[src/rtl/mem_port_arbiter.sv]
// Four-requester memory port arbiter: round-robin or fixed priority, grant held
// for a whole valid/ready transaction, optional stall watchdog.
//
//   state | meaning
//   ------+-----------------------------------------------------------------
//   IDLE  | no transaction; mem_valid=0, gnt=0, sel holds its last value
//   BUSY  | transaction to requester sel; mem_valid=1, gnt=onehot(sel)
module mem_port_arbiter #(
   parameter int unsigned TIMEOUT    = 16,
   parameter bit          FIXED_PRIO = 1'b0
) (
   input  logic       clk,
   input  logic       rst_n,
   input  logic [3:0] req,
   input  logic       mem_ready,
   output logic [3:0] gnt,
   output logic [1:0] sel,
   output logic       mem_valid,
   output logic [3:0] ack,
   output logic       err
);

   localparam int WD_W = (TIMEOUT > 0) ? $clog2(TIMEOUT + 1) : 1;

   typedef enum logic {IDLE, BUSY} state_e;

   state_e            state_q, state_d;
   logic [1:0]        sel_q, sel_d;
   logic [3:0]        gnt_q, gnt_d;
   logic [1:0]        rr_ptr_q, rr_ptr_d;
   logic [WD_W-1:0]   wd_cnt_q, wd_cnt_d;
   logic              timeout;
   logic [1:0]        pick_idx;

   // Scan from the highest offset down so the lowest offset (highest priority) wins.
   function automatic logic [1:0] pick(input logic [3:0] r, input logic [1:0] ptr);
      logic [1:0] idx;
      pick = ptr;
      for (int i = 3; i >= 0; i--) begin
         if (FIXED_PRIO) idx = 2'(i);
         else            idx = ptr + 2'(i);
         if (r[idx]) pick = idx;
      end
   endfunction

   assign timeout = (TIMEOUT > 0) && (state_q == BUSY) && !mem_ready &&
                    (wd_cnt_q == WD_W'(TIMEOUT - 1));

   always_comb begin
      state_d  = state_q;
      sel_d    = sel_q;
      gnt_d    = gnt_q;
      rr_ptr_d = rr_ptr_q;
      wd_cnt_d = wd_cnt_q;
      err      = 1'b0;
      pick_idx = 2'd0;
      case (state_q)
         IDLE: begin
            if (|req) begin
               pick_idx = pick(req, rr_ptr_q);
               state_d  = BUSY;
               sel_d    = pick_idx;
               gnt_d    = 4'b0001 << pick_idx;
               wd_cnt_d = '0;
            end
         end
         BUSY: begin
            if (mem_ready || timeout) begin
               // Completion and abort both release the port; re-arbitrate with the advanced pointer.
               err      = timeout;
               rr_ptr_d = sel_q + 2'd1;
               wd_cnt_d = '0;
               if (|req) begin
                  pick_idx = pick(req, sel_q + 2'd1);
                  sel_d    = pick_idx;
                  gnt_d    = 4'b0001 << pick_idx;
               end else begin
                  state_d = IDLE;
                  gnt_d   = 4'b0000;
               end
            end else if (TIMEOUT > 0) begin
               wd_cnt_d = wd_cnt_q + WD_W'(1);
            end
         end
         default: begin
            state_d = IDLE;
            gnt_d   = 4'b0000;
         end
      endcase
   end

   always_ff @(posedge clk or negedge rst_n) begin
      if (!rst_n) begin
         state_q  <= IDLE;
         sel_q    <= 2'd0;
         gnt_q    <= 4'b0000;
         rr_ptr_q <= 2'd0;
         wd_cnt_q <= '0;
      end else begin
         state_q  <= state_d;
         sel_q    <= sel_d;
         gnt_q    <= gnt_d;
         rr_ptr_q <= rr_ptr_d;
         wd_cnt_q <= wd_cnt_d;
      end
   end

   assign gnt       = gnt_q;
   assign sel       = sel_q;
   assign mem_valid = (state_q == BUSY);
   assign ack       = gnt_q & {4{mem_ready & mem_valid}};

endmodule

[config.mk]
export PLATFORM = sky130hd
export DESIGN_NAME = mem_port_arbiter
export DESIGN_NICKNAME = d
export VERILOG_FILES = /design/src/rtl/mem_port_arbiter.sv
export SDC_FILE = /design/constraint.sdc
export NUM_CORES = 1
export LEC_CHECK = 0
export ABC_AREA = 1
export CAP_MARGIN = 20
export CORE_MARGIN = 2
export CORE_UTILIZATION = 35
export CTS_CLUSTER_SIZE = 30
export DETAILED_ROUTE_END_ITERATION = 10
export GPL_TIMING_DRIVEN = 1
export SYNTH_ARGS = -nofsm -noshare
export SYNTH_HDL_FRONTEND = slang
export SYNTH_SLANG_ARGS = --single-unit
export TNS_END_PERCENT = 5
[constraint.sdc]
create_clock -name clk -period 1.6 [get_ports clk]
set_clock_uncertainty 0.1 [all_clocks]
set_input_delay 0.16 -clock clk [delete_from_list [all_inputs] [get_ports clk]]
set_output_delay 0.16 -clock clk [all_outputs]
set_load 0.005 [all_outputs]
==> impl_metrics.py <==
metrics = {
    "outcome": {
        "status": "finished, violations left",
        "violations": "setup timing",
    },
    "floorplanning": {
        "die_width_um": 63.22,
        "die_area_mm2": 0.003997,
        "core_mm2": 0.003363,
        "rows": 21,
        "ios": 19,
        "die_y_um": 63.22,
        "start_util_pct": 36.50,
    },
    "place": {
        "hpwl_um": 2228,
        "placedCellCount": 283,
        "io_buffer_count": 18,
        "placed_cell_area_mm2": 0.001652,
        "gp_congestion": 0.8732,
    },
    "grt": {
        "grt_overflow": 0,
        "grt_max_degree": 15,
        "antenna_found_initial": 0,
        "grt_pass1_vias": 1251,
        "grt_usage_pct": 16.02,
        "grt_pass1_wl_um": 5237,
    },
    "detailed_routing": {
        "dr.pass1.iters": 4,
        "first_iter_violations": 44,
        "wl_met2_um": 1370,
        "final_antenna_net_count": 0,
        "wl_per_cell_um": 9.928,
        "dr_wl_met3_um": 124,
        "routed_wl_um": 2879,
        "remaining_drc_errors": 0,
        "drt-met1-wl_um": 1371,
        "vias_per_cell": 4.603,
        "vias": 1335,
        "top_layer_used": "met4",
    },
    "critical_path": {
        "worst-setup-path-type": "flop to flop",
        "crit_family": "simple AND/OR/NAND/NOR gates",
        "critical_path.max_fanout": 5,
        "slowest_stage": "dfrtp_1",
        "rr_worst_depth": 12,
        "crit_top_cell": "nand2_2",
        "r2r-end": "sel[1]$_DFFE_PN0P_",
        "crit_path_end_kind": "flop",
        "slowest_delay_ns": 0.37,
        "ff2ff_setup_slack_ns": -0.26,
        "crit_chain": "ha_2 -> nand2_2 -> nor2_2 -> ha_2 -> nand2_2 -> nor2_4 -> nor2_2 -> nand2_2 -> nand2_2 -> inv_2 -> o21ai_0 -> o22ai_1",
        "startpoint_type": "flop",
        "crit_arrival_ns": 1.95,
        "critPathRequiredTime_ns": 1.69,
        "path_buf_inv": 1,
        "r2r_start": "wd_cnt_q[1]$_DFFE_PN0P_",
    },
    "timing": {
        "fin_ws_ns": -0.2644,
        "setup_viol": 19,
        "fin_tns_setup_ns": -3.263,
        "drv_slew": 0,
        "final.period_utilization_pct": 116.5,
        "finalCriticalPeriod_ns": 1.864,
        "worst_pin_slew_ns": 0.2777,
        "slew_headroom_pct": 81.43,
        "maxClockFrequency_mhz": 536.4,
        "rsz0062_at_grt": "true",
        "hold_violations": 0,
        "finalHoldWorstSlack_ns": 0.08316,
    },
    "finish": {
        "syn_to_final_growth_pct": 45.26,
        "multi_input_area_um2": 815.8,
        "fillers": 354,
        "postLayoutCoreUtil_pct": 53.01,
        "insertedDiodeCount": 0,
        "mostFrequentLayoutCell": "nand2_1",
        "drive_gt1_share_pct": 34.43,
        "nNetsFinal": 254,
        "seqCellArea_um2": 351.6,
        "fin_cells": 290,
        "fin_area_mm2": 0.001783,
        "final_cell_mix": "nand2_1 (72), buf_4 (27), nand3_1 (17), clkdlybuf4s50_1 (17), nand2_2 (14)",
    },
    "synth": {
        "synth_area_mm2": 0.001227,
        "synthCells": 196,
        "synth-edff-count": 0,
        "ys_seq_elements": 14,
        "yosysWarningCount": 0,
        "ys.flop_type": "dfrtp_1",
        "synth.distinct_cells": 26,
        "synth_nets": 205,
        "async_flop_share_pct": 100.0,
        "seq_area_frac_synth_pct": 28.54,
        "synth.avg_cell_area_um2": 6.262,
    },
    "cts": {
        "numCtsBuffers": 3,
        "root_buffer": "clkbuf_4",
        "postCtsHoldBufs": 0,
        "insertion_delay_ns": 0.28,
        "clk_path_buf_depth": 2,
        "clk_pin_slew_ns": 0.08,
        "htreeDepth": 1,
        "cts_sinks": 14,
        "cts_tree": "built",
    },
    "flow_run": {
        "maxCapViolations": 0,
    },
    "hold_path": {
        "hp-class": "primary input to async pin",
    },
    "power": {
        "ir_drop_mv": 0.8240,
        "leakage_nw": 0.9073,
        "powerDensity_mw_per_mm2": 1628,
    },
}
## cell families (layout without fill, tap and decap cells)
group	count (synthesis)	in the layout	synth area share (%)
AND/OR/NAND/NOR	135	135	50.15
buffers and inverters	29	77	11.11
AO/OA/AOI/OAI	16	16	8.155
flip-flops	14	14	28.54
adder cells (fa/ha/maj)	2	2	2.038
## sequential cells by signal, indices dropped and copies added, names as in the netlist
register   count
mem_valid      1
wd_cnt_q       5
rr_ptr_q       2
gnt            4
sel            2
## final cells by class
class,instances,share of cell area [%]
well taps,46,3.228
clock buffers,4,2.035
inverters,26,6.316
multi-input cells,153,45.75
repair buffers,47,22.95
flip-flops and latches,14,19.72
## report_power, final
group | total (mW) | switching [mW] | internal (mW)
combinational | 2.08 | 1.15 | 0.935
sequential | 0.572 | 0.117 | 0.455
clock | 0.247 | 0.109 | 0.138
## worst reg2reg max path: stages, from the launching register on
cell	delay, ns
dfrtp_1	0.37
ha_2	0.19
nand2_2	0.06
nor2_2	0.11
ha_2	0.17
nand2_2	0.07
nor2_4	0.13
nor2_2	0.05
nand2_2	0.14
nand2_2	0.08
inv_2	0.07
o21ai_0	0.07
o22ai_1	0.15
## metrics by stage
step                      worst slack (ns)  power [mW]
after CTS                          -0.2080       2.849
after global routing               -0.4142       3.233
after detailed placement           -0.3170       2.568
after floorplan                    -0.1090       1.905
after global placement             -0.3259       2.571
final                              -0.2644       2.903
## synthesized netlist by cell type (all sizes together), types with 2 or more instances
cell type | instances | share of area (%)
dfrtp | 14 | 29
nand2 | 93 | 32
a32o | 2 | 1.6
o21ai | 7 | 3.2
buf | 3 | 2.1
nor2 | 20 | 6.3
o22ai | 2 | 1.0
inv | 25 | 8.7
ha | 2 | 2.0
nand3 | 18 | 7.7
a21oi | 5 | 2.3
## routing by layer
layer,vias up,GRT usage [%]
met1,598,21.56
li1,712,-
met2,23,26.73
met5,-,0
met4,0,2.446
met3,2,3.750
## worst max-delay path by stage
stage                            startpoint            endpoint  slack (ns)  cells after the start
floorplan           wd_cnt_q[0]$_DFFE_PN0P_  gnt[1]$_DFFE_PN0P_       -0.11                     13
finish              wd_cnt_q[1]$_DFFE_PN0P_  sel[1]$_DFFE_PN0P_       -0.26                     12
global route        wd_cnt_q[1]$_DFFE_PN0P_  gnt[1]$_DFFE_PN0P_       -0.41                     13
CTS                 wd_cnt_q[0]$_DFFE_PN0P_  gnt[3]$_DFFE_PN0P_       -0.21                     13
detailed placement                   req[3]  gnt[1]$_DFFE_PN0P_       -0.32                     14
global placement                     req[3]  gnt[1]$_DFFE_PN0P_       -0.33                     14
## timing repair
action / CTS / global route
setup buffers: 2 / 1
endpoints found under the hold margin: 0 / 0
pin swaps: 2 / 15
gates resized for setup: 15 / 20
setup endpoints to repair: 19 / 20
Note: power is estimated with default switching activity, not from simulation.
